File: config.mk
export PLATFORM = sky130hd
export DESIGN_NAME = pc_ras_unit
export DESIGN_NICKNAME = d
export VERILOG_FILES = /design/src/rtl/pc_ras_pkg.sv /design/src/rtl/ras_stack.sv /design/src/rtl/pc_ras_unit.sv
export SDC_FILE = /design/constraint.sdc
export NUM_CORES = 1
export LEC_CHECK = 0
export ABC_CLOCK_PERIOD_IN_PS = 10450
export CELL_PAD_IN_SITES_DETAIL_PLACEMENT = 1
export CELL_PAD_IN_SITES_GLOBAL_PLACEMENT = 1
export CORE_ASPECT_RATIO = 0.75
export CORE_MARGIN = 2
export CORE_UTILIZATION = 46
export DETAILED_ROUTE_END_ITERATION = 7
export PLACE_DENSITY_LB_ADDON = 0.3
export SETUP_SLACK_MARGIN = 0.15
export SLEW_MARGIN = 25
export SYNTH_ARGS = -nofsm -noshare
export SYNTH_HDL_FRONTEND = slang
export SYNTH_SLANG_ARGS = --single-unit
File: constraint.sdc
create_clock -name clock -period 10.45 [get_ports clock]
set_input_delay 2.6125 -clock clock [delete_from_list [all_inputs] [get_ports clock]]
set_output_delay 2.6125 -clock clock [all_outputs]
set_load 0.1 [all_outputs]
File: src/rtl/pc_ras_pkg.sv
// Shared types and helpers for the program-counter unit with return-address stack.
package pc_ras_pkg;

    typedef enum logic [2:0] {
        CMD_HOLD,
        CMD_INC,
        CMD_BRANCH,
        CMD_LOAD,
        CMD_CALL,
        CMD_RET
    } cmd_e;

    // Width of a counter able to hold 0..depth inclusive.
    function automatic int unsigned cnt_width(input int unsigned depth);
        return $clog2(depth + 1);
    endfunction

    // Fixed priority: ret > call > enable > branch > IncPC > hold.
    function automatic cmd_e decode_cmd(
        input logic ret,
        input logic call,
        input logic enable,
        input logic branch,
        input logic inc
    );
        if (ret)         return CMD_RET;
        else if (call)   return CMD_CALL;
        else if (enable) return CMD_LOAD;
        else if (branch) return CMD_BRANCH;
        else if (inc)    return CMD_INC;
        else             return CMD_HOLD;
    endfunction

endpackage

File: src/rtl/ras_stack.sv
// Circular LIFO of return addresses; a push when full overwrites the oldest entry.
module ras_stack
    import pc_ras_pkg::*;
#(
    parameter int unsigned WIDTH = 32,
    parameter int unsigned DEPTH = 4
) (
    input  logic                          clk,
    input  logic                          rst,
    input  logic                          push,
    input  logic                          pop,
    input  logic [WIDTH-1:0]              push_data,
    output logic [WIDTH-1:0]              top_data,
    output logic [cnt_width(DEPTH)-1:0]   count,
    output logic                          full,
    output logic                          empty,
    output logic                          overflow,
    output logic                          underflow
);

    localparam int unsigned CW = cnt_width(DEPTH);
    localparam int unsigned PW = $clog2(DEPTH);

    logic [WIDTH-1:0] mem_q [DEPTH];
    logic [WIDTH-1:0] mem_d [DEPTH];
    logic [PW-1:0]    ptr_q, ptr_d;
    logic [PW-1:0]    ptr_inc, ptr_dec;
    logic [CW-1:0]    count_q, count_d;

    // ptr_q is the next free slot; the top entry sits one below it.
    assign ptr_inc   = (ptr_q == PW'(DEPTH - 1)) ? '0 : ptr_q + 1'b1;
    assign ptr_dec   = (ptr_q == '0) ? PW'(DEPTH - 1) : ptr_q - 1'b1;

    assign top_data  = mem_q[ptr_dec];
    assign count     = count_q;
    assign full      = (count_q == CW'(DEPTH));
    assign empty     = (count_q == '0);
    assign overflow  = push & ~pop & full;
    assign underflow = pop & empty;

    always_comb begin
        mem_d   = mem_q;
        ptr_d   = ptr_q;
        count_d = count_q;
        if (pop) begin
            if (!empty) begin
                ptr_d   = ptr_dec;
                count_d = count_q - 1'b1;
            end
        end else if (push) begin
            mem_d[ptr_q] = push_data;
            ptr_d        = ptr_inc;
            if (!full) count_d = count_q + 1'b1;
        end
    end

    always_ff @(posedge clk or posedge rst) begin
        if (rst) begin
            for (int unsigned i = 0; i < DEPTH; i++) mem_q[i] <= '0;
            ptr_q   <= '0;
            count_q <= '0;
        end else begin
            mem_q   <= mem_d;
            ptr_q   <= ptr_d;
            count_q <= count_d;
        end
    end

endmodule

File: src/rtl/pc_ras_unit.sv
// Mini-SRC program counter: increment, load, relative branch and call/return via a RAS.
module pc_ras_unit
    import pc_ras_pkg::*;
#(
    parameter int unsigned WIDTH     = 32,
    parameter logic [WIDTH-1:0] INIT = '0,
    parameter int unsigned STEP      = 1,
    parameter int unsigned RAS_DEPTH = 4
) (
    input  logic                              clock,
    input  logic                              clear,
    input  logic                              enable,
    input  logic                              IncPC,
    input  logic                              branch,
    input  logic                              call,
    input  logic                              ret,
    input  logic                              err_clr,
    input  logic [WIDTH-1:0]                  BusMuxOut,
    output logic [WIDTH-1:0]                  BusMuxIn,
    output logic [cnt_width(RAS_DEPTH)-1:0]   ras_count,
    output logic                              ras_full,
    output logic                              ras_empty,
    output logic                              ras_err
);

    cmd_e             cmd;
    logic [WIDTH-1:0] pc_q, pc_d;
    logic             err_q, err_d;
    logic [WIDTH-1:0] ras_top;
    logic             ras_ovf, ras_unf;

    assign cmd = decode_cmd(ret, call, enable, branch, IncPC);

    ras_stack #(
        .WIDTH (WIDTH),
        .DEPTH (RAS_DEPTH)
    ) u_ras (
        .clk       (clock),
        .rst       (clear),
        .push      (cmd == CMD_CALL),
        .pop       (cmd == CMD_RET),
        .push_data (pc_q),
        .top_data  (ras_top),
        .count     (ras_count),
        .full      (ras_full),
        .empty     (ras_empty),
        .overflow  (ras_ovf),
        .underflow (ras_unf)
    );

    always_comb begin
        pc_d = pc_q;
        case (cmd)
            CMD_INC:    pc_d = pc_q + WIDTH'(STEP);
            CMD_BRANCH: pc_d = pc_q + BusMuxOut;
            CMD_LOAD:   pc_d = BusMuxOut;
            CMD_CALL:   pc_d = BusMuxOut;
            CMD_RET:    pc_d = ras_empty ? pc_q : ras_top;
            default:    pc_d = pc_q;
        endcase
    end

    // A new error in the same cycle beats err_clr.
    always_comb begin
        err_d = err_q;
        if (ras_ovf || ras_unf || (call && ret)) err_d = 1'b1;
        else if (err_clr)                        err_d = 1'b0;
    end

    always_ff @(posedge clock or posedge clear) begin
        if (clear) begin
            pc_q  <= INIT;
            err_q <= 1'b0;
        end else begin
            pc_q  <= pc_d;
            err_q <= err_d;
        end
    end

    assign BusMuxIn = pc_q;
    assign ras_err  = err_q;

endmodule

Word-level counts from Yosys, hierarchy flattened
Cells that the tools add are included.
{"block": "word_totals", "register_bits": 166, "word_cells": 70}
{"block": "classes", "add_sub_neg": 6, "magnitude_cmp": 3, "eq_ne": 9, "n_mux": 24, "n_bitwise": 6, "n_reduce_logical": 14}
{"op": "bitwise mux 128 bit", "count": 1}
{"op": "2-to-1 mux 32 bit", "count": 4}
{"op": "case mux 32 bit (4 select lines)", "count": 1}
{"op": "binary-select mux 32 bit (select 2 bit)", "count": 1}
{"op": "demux 32 bit (select 2 bit)", "count": 1}
{"op": "adder 32 x 1 -> 32 bit, second input constant", "count": 1}
{"op": "adder 32 bit", "count": 1}
{"op": "2-to-1 mux 3 bit", "count": 6}
{"op": "2-to-1 mux 2 bit", "count": 7}
{"op": "== test 3 bit, second input constant", "count": 3}
{"op": "== test 3 x 2 -> 1 bit, second input constant", "count": 2}
{"op": "greater-or-equal comparator 3 bit, second input constant", "count": 2}
{"op": "inverter 2 -> 3 bit", "count": 2}
{"op": "AND reduction 2 bit", "count": 3}
{"op": "nonzero test 2 bit", "count": 2}
{"op": "nonzero test 4 bit", "count": 1}
{"op": "adder 3 x 1 -> 3 bit, second input constant", "count": 1}
{"op": "AND 1 bit", "count": 3}
{"op": "== test 3 x 1 -> 1 bit, second input constant", "count": 1}
{"op": "zero test 3 bit", "count": 1}
{"op": "less-than comparator 3 x 1 -> 1 bit, second input constant", "count": 1}
{"op": "2-to-1 mux 1 bit", "count": 3}
{"op": "AND reduction 3 bit", "count": 1}
{"op": "subtractor 3 x 1 -> 3 bit, second input constant", "count": 1}
{"op": "other kinds (10)", "count": 12}

Depth between registers and ports, before layout
Gate-level depths: netlist of the first run.
{"block": "depth", "ltp_word": 12, "ltp_mapped": 17, "depth_no_buf": 14}

Hierarchy
A second synthesis of the first run with hierarchy kept.
{"block": "hier_totals", "cells_unflattened": 883, "area_unflattened_um2": 9999.6}
{"mod": "ras_stack", "instances": 1, "cells_per_inst": 361, "area_each_um2": 6093.3, "seq_area_each_um2": 3328.2}
{"mod": "pc_ras_unit", "instances": 1, "cells_per_inst": 522, "area_each_um2": 3906.2, "seq_area_each_um2": 825.8}

Worst setup path before layout of the first run
OpenSTA, ideal clock, no wires.
{"block": "synth_timing", "kind": "in2reg", "start": "input call", "end": "register pc_q[24] (netlist: BusMuxIn[24])", "setup_time_ns": 0.135, "arrival_time_ns": 5.830, "required_time_ns": 10.315, "slack_ns": 4.486, "cell_stages": 17, "cell_sequence": "clkbuf_1 -> or2_2 -> nor2_1 -> clkbuf_1 -> clkbuf_1 -> nand3b_1 -> ha_1 -> inv_1 -> fa_1 -> and2b_1 -> o211ai_1 -> a31oi_1 -> o311ai_2 -> a211oi_1 -> or3_1 -> a21oi_1 -> o31ai_1"}
{"block": "synth_via", "elab_chain_cells": 6, "elab_cells_between_ends": 12}
{"item": "from (decl)", "line_no": "pc_ras_unit.sv:15", "rtl": "input logic call,"}
{"item": "2-to-1 mux 3 bit *", "line_no": "pc_ras_pkg.sv:27", "rtl": "else if (call) return CMD_CALL;"}
{"item": "2-to-1 mux 3 bit *", "line_no": "pc_ras_pkg.sv:26", "rtl": "if (ret) return CMD_RET;"}
{"item": "== test 3 x 2 -> 1 bit / == test 3 bit (equally long branches)", "line_no": "pc_ras_unit.sv:53", "rtl": "case (cmd)"}
{"item": "OR reduction 2 bit (no line)"}
{"item": "nonzero test 4 bit (no line)"}
{"item": "AND reduction 2 bit (no line)"}
{"item": "to (signal assigned)", "line_no": "pc_ras_unit.sv:75", "rtl": "pc_q <= pc_d;"}
{"item": "to (decl)", "line_no": "pc_ras_unit.sv:27", "rtl": "logic [WIDTH-1:0] pc_q, pc_d;"}
Every way passes the cells marked *; elsewhere a longest branch is shown, timed or not.
A chain may end at the register's enable or synchronous reset.

Final worst setup path of the first run
{"block": "layout_timing", "start": "input call", "end": "register pc_q[23] (netlist: BusMuxIn[23])"}
The elaborated chain is that of the path after synthesis.

==> results of run 1 <==
## registers in the layout, summed over array words and instances (netlist names)
register / cells
BusMuxIn: 32
ras_err: 1
u_ras.mem_q: 128
u_ras.ptr_q: 2
u_ras.count: 3
## area by class of cell
class	count	area, sq um	share of cell area, %
tap	282	353	3.14
timing repair buffer	90	867	7.71
sequential	166	4150	36.9
clock buffer	21	460	4.09
inverter	19	76.3	0.679
multi-input combinational	652	5210	46.3
clock inverter	11	125	1.11
## cell usage after synthesis, types with 13 or more instances
| cell | count |
|---|---|
| clkbuf_1 | 43 |
| mux2_2 | 121 |
| dfrtp_1 | 166 |
| mux4_2 | 25 |
| xnor2_1 | 13 |
| a21oi_1 | 60 |
| nor2_1 | 41 |
| o21ai_0 | 55 |
| inv_1 | 19 |
| ha_1 | 35 |
| and3_1 | 37 |
| nand2_1 | 73 |
| mux2i_1 | 15 |
## cells by family after synthesis
group | after synthesis | share of synthesized area, %
flops | 166 | 43.0
compound gates | 214 | 14.1
xor+xnor | 22 | 2.00
mux | 162 | 21.8
fa+ha+maj | 37 | 4.95
simple gates | 217 | 11.0
buf+inv | 73 | 3.25
## worst paths after layout
check | cells after the start | slack [ns] | from | end
min | 2 | 0.48 | u_ras.mem_q[38] | u_ras.mem_q[38]
max | 15 | 3.74 | call | BusMuxIn[23]
min in group asynchronous | 2 | 2.71 | clear | u_ras.mem_q[106]
max reg2reg | 11 | 7.30 | BusMuxIn[0] | BusMuxIn[28]
min reg2reg | 2 | 0.48 | u_ras.mem_q[38] | u_ras.mem_q[38]
max in group asynchronous | 3 | 6.54 | clear | u_ras.ptr_q[0]
## worst min-delay path: stages (launching register included)
cell and delay [ns]:
dfrtp_1 0.34, nand2_1 0.05, o21ai_0 0.06
## power by group
| part | switching, uW | internal, uW |
|---|---|---|
| combinational | 1160 | 735 |
| sequential | 258 | 941 |
| clock | 276 | 365 |
| total | 1700 | 2040 |
## through the flow
step | setup slack (ns) | power (uW) | cell area [sq um] | instances
finish | 3.74 | 3740 | 11200 | 1241
global route | 3.46 | 3960 | 11200 | 1241
CTS | 3.81 | 3760 | 11200 | 1241
detailed placement | 3.37 | 3100 | 10700 | 1209
global placement | 3.49 | 3020 | 10700 | 1209
floorplan | 3.35 | 2600 | 9660 | 891
## per-layer routing
| metal | track usage (%) | up-vias | routed length, microns |
|---|---|---|---|
| met3 | 5.01 | 32 | 1110 |
| met2 | 42.5 | 171 | 12800 |
| li1 | - | 3401 | - |
| met5 | 0 | - | 0 |
| met1 | 38.3 | 3947 | 13600 |
| met4 | 6.93 | 0 | 469 |
==> impl_metrics.yaml, run 1 <==
global_routing:
  grt_pass1_vias: 8058
  antenna_found_initial: 0
  grt_start_max_net_pins: 89
  grt_pass1_wl_microns: 45400
  gr-usage-all-layers_pct: 26.8
  grt_overflow_total: 0
logic_synthesis:
  synth_top_area_share_pct: 43.0
  async_flop_share_pct: 100
  synth_area_per_cell_sq_um: 10.8
  ys_types: 64
  synth_area_leaders: "dfrtp_1 43%, mux2_2 14%, mux4_2 5.8%, ha_1 4.5%, a21oi_1 3.1%"
  ys_warn_count: 0
  synth_nets: 968
  synth_cells: 891
  syn_area_sq_um: 9660
  synth-seq-cells: 166
  synth_largest_area_cell: "dfrtp_1"
  ys_seq_area_share_pct: 43.0
  synth_edf_count: 0
  synth_flop_cell: "dfrtp_1"
clocking:
  cts_root_buf: "clkbuf_16"
  cts_resized: 0
  clk_path_buf_depth: 2
  clkTransAtPathRegs_ns: 0.07
  htreeDepth: 4
  clock_latency_ns: 0.44
  cts_hold_buffers: 0
  post_cts_buffers: 0
  cts_tree: "yes"
  numCtsBuffers: 17
  clock-sinks: 166
placement:
  place_congestion: 0.911
  dp.final_hpwl_microns: 18900
  port_buffers: 77
timing:
  slew_headroom_pct: 30.8
  timing.final.crit_share_pct: 64.3
  rsz0062_at_grt: "false"
  report.final.slew_viol_count: 0
  setup_viol: 0
  worst-slew-pin-transition_ns: 1.03
  fmax_ghz: 0.149
  skew_ns: 0.0113
  fin_hold_ws_ns: 0.481
  min_period_ns: 6.72
  hold_viol: 0
  setup_tns_ns: 0
run_status:
  status: "complete, no violations"
critical_path:
  arrival_ns: 7.04
  cp_slowest_cell: "nor2_2"
  cp_num_buf_inv: 3
  cp_top_family: "compound AO/OA/AOI/OAI gates"
  crit_path_end_kind: "flop"
  max_stage_delay_ns: 0.57
  startpoint_type: "primary input"
  crit_chain: "clkdlybuf4s50_1 > or2_2 > buf_4 > nor2_2 > buf_4 > and3_1 > ha_1 > a21oi_1 > o21ai_1 > a221oi_2 > nand4_1 > a31oi_2 > xor2_1 > o21ai_1 > a221o_1"
  cp.required_ns: 10.78
  cp_max_fo: 29
  worstSetupPathType: "in2reg"
finish:
  fillCellCount: 2171
  layout_common_cells: "166 x dfrtp_1, 121 x mux2_2, 76 x clkdlybuf4s50_1"
  syn2layout_area_growth_pct: 16.5
  layout-drive-gt1-share_pct: 22.5
  utilization_pct: 55.0
  diodes: 0
  nets: 1023
  layout_commonest_cell: "dfrtp_1"
power:
  peakVddDrop_v: 0.000211
  leakage_uw: 0.00506
  powerDensity_nw_per_um2: 332
drt:
  num_vias: 7551
  first_iter_violations: 541
  drt_wl_total_microns: 28000
  drt-wirelength-per-cell_microns: 22.6
  drc: 0
  via_per_inst: 6.08
  postRouteAntennaNets: 0
  drtPass1Iterations: 5
job:
  drv_cap: 0
die:
  fp.dieH_microns: 129
  dieWidth_microns: 171
  coreArea_sq_um: 20400
  fp-row-count: 45
  pin_count: 78
  initial_core_util_pct: 47.2
  dieArea_sq_um: 22200
worst_hold_path:
  hp-class: "reg2reg"
No activity file was read; power rests on OpenSTA's default activity.
==> run 2: changes to the inputs <==
- ABC_CLOCK_PERIOD_IN_PS: 10450 -> 5490
- CORE_UTILIZATION: 46 -> 43
- clock period: 10.45 -> 5.49 ns (I/O delays scaled with it)
==> run 2 against run 1 <==
Register-to-register slack worse by 5.1 ns. Via count is 0.16% higher. Critical path depth is 1 lower. Cell area is 1.1% higher. First-iteration DRC count is 23% lower. Sequential cell count stayed put. Count of clock-buffer cells in the layout stayed put. Final cell count is 1.3% higher. Worst setup slack worse by 3.1 ns. Critical path type unchanged. Highest routed layer unchanged.
==> impl_metrics.yaml, run 2 (synthesized netlist as in run 1, its figures left out) <==
drt:
  first_iter_violations: 419
  drt_wl_total_microns: 28300
  drt-wirelength-per-cell_microns: 22.5
  num_vias: 7563
  postRouteAntennaNets: 0
  drtPass1Iterations: 5
  via_per_inst: 6.02
  drc: 0
worst_hold_path:
  hp-class: "reg2reg"
finish:
  syn2layout_area_growth_pct: 17.7
  diodes: 0
  nets: 1028
  top_register: "u_ras.mem_q"
  layout_common_cells: "166 x dfrtp_1, 121 x mux2_2, 76 x clkdlybuf4s50_1"
  stdcell_area_sq_um: 11400
  final_cells: 1257
  layout-drive-gt1-share_pct: 22.8
  layout_commonest_cell: "dfrtp_1"
  largest_reg_flops: 128
die:
  fp-row-count: 47
  pin_count: 78
  fp.dieH_microns: 134
  dieWidth_microns: 177
  dieArea_sq_um: 23700
  initial_core_util_pct: 43.8
  coreArea_sq_um: 22100
global_routing:
  grt_start_max_net_pins: 167
  gr-usage-met3_pct: 4.25
  gr-usage-all-layers_pct: 25.1
  grt.busiest_layer: "met2"
  antenna_found_initial: 0
  grt_pass1_wl_microns: 45600
  use_met2_pct: 39.9
  grt_pass1_vias: 8002
  grt_overflow_total: 0
  met1_usage_pct: 35.5
placement:
  dp.final_hpwl_microns: 19100
  dp_slack_ns: 0.344
  place_area_sq_um: 10700
  port_buffers: 77
  dp.cells: 1226
  place_congestion: 0.887
clocking:
  clock-sinks: 166
  cts_root_buf: "clkbuf_16"
  htreeDepth: 4
  numCtsBuffers: 17
  cts_tree: "yes"
  clkTransAtPathRegs_ns: 0.06
  cts_hold_buffers: 0
  post_cts_buffers: 0
  clk_path_buf_depth: 2
  clock_latency_ns: 0.44
  cts_resized: 0
critical_path:
  crit_chain: "clkdlybuf4s50_1 > or2_2 > nor2_2 > buf_4 > and3_1 > ha_1 > a21oi_1 > o21ai_1 > a221oi_2 > nand4_1 > a31oi_2 > xor2_1 > o21ai_1 > a221o_1"
  path_depth: 14
  cp_num_buf_inv: 2
  r2r_cells: 11
  r2r_end: "BusMuxIn[28]"
  arrival_ns: 5.13
  r2r-start: "BusMuxIn[0]"
  crit_path_end_kind: "flop"
  cp_max_fo: 24
  cp_slowest_cell: "clkdlybuf4s50_1"
  rrSetupSlack_ns: 2.25
  max_stage_delay_ns: 0.42
  critical_path.most_common_cell: "o21ai_1"
  worstSetupPathType: "in2reg"
  cp_top_family: "compound AO/OA/AOI/OAI gates"
  cp.required_ns: 5.80
  startpoint_type: "primary input"
  endpoint: "BusMuxIn[23]"
  crit_start: "call"
timing:
  rsz0062_at_grt: "false"
  hold_viol: 0
  skew_ns: 0.0102
  fmax_ghz: 0.207
  worst-slew-pin-transition_ns: 0.986
  fin_hold_ws_ns: 0.491
  report.final.slew_viol_count: 0
  min_period_ns: 4.83
  timing.final.crit_share_pct: 87.9
  setup_viol: 0
  setup_tns_ns: 0
  fin_ws_ns: 0.662
  slew_headroom_pct: 34.1
power:
  peakVddDrop_v: 0.000384
  powerDensity_nw_per_um2: 637
  leakage_uw: 0.00513
run_status:
  status: "complete, no violations"
job:
  drv_cap: 0
## run 2: final cells by class
cell class              count  area, sq um
repair buffers             95          926
clock inverters            10          168
well taps                 294          368
clock buffers              21          460
fillers                  2352        10700
inverters                  19         75.1
multi-input cells         652         5220
flip-flops and latches    166         4150
## run 2: worst min-delay path by stage
stage | from | depth (start not counted) | slack (ns) | end
6_report | u_ras.mem_q[97] | 2 | 0.49 | u_ras.mem_q[97]
5_1_grt | u_ras.mem_q[120] | 1 | 0.51 | u_ras.mem_q[120]
4_1_cts | u_ras.mem_q[97] | 2 | 0.49 | u_ras.mem_q[97]
3_5_place_dp | u_ras.mem_q[102] | 2 | 0.48 | u_ras.mem_q[102]
3_3_place_gp | u_ras.mem_q[65] | 2 | 0.46 | u_ras.mem_q[65]
2_1_floorplan | u_ras.mem_q[65] | 2 | 0.44 | u_ras.mem_q[65]
## run 2: worst min-delay path: stages, from the launching register on
cell     delay [ns]
dfrtp_1        0.34
nand2_1        0.05
o21ai_0        0.07
## run 2: metrics by stage
step                      utilization, %  power, uW
after floorplan                        -       4950
after global placement              48.7       5790
after detailed placement            48.7       5930
after CTS                           51.5       7270
after global routing                51.6       7630
final                               51.6       7240
## run 2: metal layers
| layer | wire [microns] | part of all wire [%] | vias to the layer above |
|---|---|---|---|
| met4 | 422 | 1.5 | 0 |
| met3 | 1190 | 4.2 | 34 |
| met2 | 13200 | 47 | 177 |
| met1 | 13500 | 48 | 3951 |
| met5 | 0 | 0 | - |
| li1 | - | - | 3401 |
## run 2: report_power, final
part / total [uW] / switching (uW) / internal [uW]
sequential: 2290 / 499 / 1790
clock: 1300 / 516 / 788
combinational: 3650 / 2220 / 1420
==> run 3: changes to the inputs <==
- ABC_AREA: default -> 1
- CORE_UTILIZATION: 43 -> 39
==> run 3 against run 2 <==
Cell area increased by 5.2%. Global-route usage increased by 1.4 points. Non-clock buffer count decreased by 5. Critical path depth increased by 5. First-iteration DRC count increased by 37%. Largest cell class unchanged.
==> impl_metrics.yaml, run 3 <==
clocking:
  clock-sinks: 166
  cts_resized: 0
  htreeDepth: 4
  cts_root_buf: "clkbuf_16"
  clock_latency_ns: 0.44
  post_cts_buffers: 0
  clk_path_buf_depth: 2
  numCtsBuffers: 17
  cts_hold_buffers: 0
  clkTransAtPathRegs_ns: 0.06
  cts_tree: "yes"
timing:
  setup_tns_ns: 0
  report.final.slew_viol_count: 0
  min_period_ns: 4.35
  skew_ns: 0.00804
  worst-slew-pin-transition_ns: 1.00
  fmax_ghz: 0.230
  fin_ws_ns: 1.14
  setup_viol: 0
  hold_viol: 0
  timing.final.crit_share_pct: 79.2
  rsz0062_at_grt: "false"
  slew_headroom_pct: 33.1
finish:
  diodes: 0
  multiInputGateArea_sq_um: 5050
  utilization_pct: 46.0
  layout_common_cells: "469 x nand2_1, 213 x inv_1, 168 x o21ai_0"
  seq_area_sq_um: 4150
  layout_commonest_cell: "nand2_1"
  largest_reg_flops: 128
  nets: 1619
  top_register: "u_ras.mem_q"
  fillCellCount: 3320
  syn2layout_area_growth_pct: 15.9
  layout-drive-gt1-share_pct: 5.29
global_routing:
  grt_pass1_vias: 10300
  grt_overflow_total: 0
  grt_pass1_wl_microns: 56300
  grt_start_max_net_pins: 167
  antenna_found_initial: 0
  gr-usage-all-layers_pct: 26.4
critical_path:
  worstSetupPathType: "in2reg"
  arrival_ns: 4.72
  crit_chain: "clkdlybuf4s50_1 > nor2_1 > nor2_2 > nor2_2 > nand2_1 > or2_2 > ha_1 > inv_1 > fa_1 > inv_1 > nand3_1 > nand3_1 > nand2_1 > nand2_1 > nand2_1 > nand3_1 > nand2_1 > nand3_1 > a21oi_2"
  critical_path.most_common_cell: "nand2_1"
  max_stage_delay_ns: 0.46
  cp_slowest_cell: "clkdlybuf4s50_1"
  crit_path_end_kind: "flop"
  r2r-start: "u_ras.ptr_q[0]"
  cp.required_ns: 5.86
  crit_start: "call"
  startpoint_type: "primary input"
  cp_max_fo: 14
die:
  dieWidth_microns: 192
  initial_core_util_pct: 39.7
  fp-row-count: 51
  pin_count: 78
  coreArea_sq_um: 26000
  dieArea_sq_um: 27800
  fp.dieH_microns: 145
logic_synthesis:
  synth_area_leaders: "dfrtp_1 40%, nand2_1 17%, o21ai_0 8.1%, inv_1 7.8%, nor2_1 4.6%"
  syn_area_sq_um: 10300
  synth_area_per_cell_sq_um: 6.90
  ys_types: 39
  post-synth-top-count-cell: "nand2_1"
  synth_top_area_share_pct: 40.2
  synth_common_cells: "473 x nand2_1, 214 x inv_1, 168 x o21ai_0, 166 x dfrtp_1, 127 x nor2_1"
  synth_edf_count: 0
  ys_seq_area_share_pct: 40.2
  async_flop_share_pct: 100
  synth-seq-cells: 166
  synth_cells: 1495
  synth_nets: 1572
  synth_flop_cell: "dfrtp_1"
  synth_largest_area_cell: "dfrtp_1"
  ys_warn_count: 0
worst_hold_path:
  hp-class: "reg2reg"
  hold_path.startpoint: "u_ras.mem_q[34]"
drt:
  postRouteAntennaNets: 0
  via_per_inst: 5.23
  drt_wl_total_microns: 35200
  num_vias: 9906
  drtPass1Iterations: 5
  drc: 0
  first_iter_violations: 573
  drt-wirelength-per-cell_microns: 18.6
power:
  switching_share_pct: 51.8
  comb_power_share_pct: 53.8
  p_clk_share_pct: 16.8
  peakVddDrop_v: 0.000488
  powerDensity_nw_per_um2: 655
  intPower_uw: 3780
  p_sw_uw: 4060
  leakage_uw: 0.00611
  power.total_uw: 7840
  p_seq_share_pct: 29.4
placement:
  place_congestion: 0.901
  port_buffers: 77
  dp.final_hpwl_microns: 24800
  dp_slack_ns: 0.771
job:
  drv_cap: 0
run_status:
  status: "complete, no violations"
-- run 3: cell count changes after synthesis, moves of 21 or more --
cell / previous run / this run
nand2_1: 73 / 473
inv_1: 19 / 214
mux2_2: 121 / 0
o21ai_0: 55 / 168
nor2_1: 41 / 127
nand3_1: 12 / 52
and3_1: 37 / 0
mux4_2: 25 / 0
a21oi_1: 60 / 84
o211ai_1: 5 / 26
-- run 3: worst paths after layout --
path	endpoint	slack (ns)	cells past startpoint
worst max register to register	BusMuxIn[15]	2.08	12
max in group asynchronous	u_ras.mem_q[111]	3.23	3
worst min-delay path	u_ras.mem_q[34]	0.48	2
min in group asynchronous	u_ras.mem_q[93]	1.52	3
worst max-delay path	BusMuxIn[24]	1.14	19
worst min register to register	u_ras.mem_q[34]	0.48	2
-- run 3: per-stage QoR --
stage          hold WS (ns)  instance area (sq um)  instances
2_1_floorplan         0.446                  10300       1495
5_1_grt               0.502                  12000       1895
6_report              0.481                  12000       1895
4_1_cts               0.485                  12000       1895
3_5_place_dp          0.469                  11300       1867
3_3_place_gp          0.461                  11300       1867
-- run 3: area by class of cell --
type / count / share of cell area (%)
Tap cell: 344 / 3.60
Inverter: 219 / 6.91
Clock buffer: 19 / 3.70
Timing Repair Buffer: 90 / 7.37
Multi-Input combinational cell: 1048 / 42.2
Sequential cell: 166 / 34.7
Clock inverter: 9 / 1.50
-- run 3: logic make-up (layout without fill, tap and decap cells) --
family	after synthesis	after routing	share of synthesized area [%]
buffers and inverters	281	337	11.0
adders and majority gates	37	37	4.63
DFF	166	166	40.2
and+or+nand+nor	685	685	26.5
xor gates and xnor gates	3	3	0.255
AOI/OAI and AO/OA	323	323	17.3
-- run 3: per-layer routing --
layer / global-route usage [%] / part of all wire [%]
met2: 44.1 / 46
met4: 8.79 / 2.4
met1: 35.7 / 47
met5: 0 / 0
met3: 3.35 / 4.4
-- run 3: power by group through the flow --
stage          combinational [uW]  sequential (uW)  clock (uW)
2_1_floorplan                2170             3100           0
3_3_place_gp                 4090             2280           0
3_5_place_dp                 4210             2310           0
4_1_cts                      4250             2300        1340
5_1_grt                      4640             2370        1390
6_report                     4210             2300        1320
-- run 3: worst max-delay path: cells and delay by family --
| family | cells | cell delay, ns |
|---|---|---|
| adder cells (fa/ha/maj) | 2 | 0.43 |
| AND/OR/NAND/NOR | 13 | 2.15 |
| buffers and inverters | 3 | 0.62 |
| AO/OA/AOI/OAI | 1 | 0.14 |
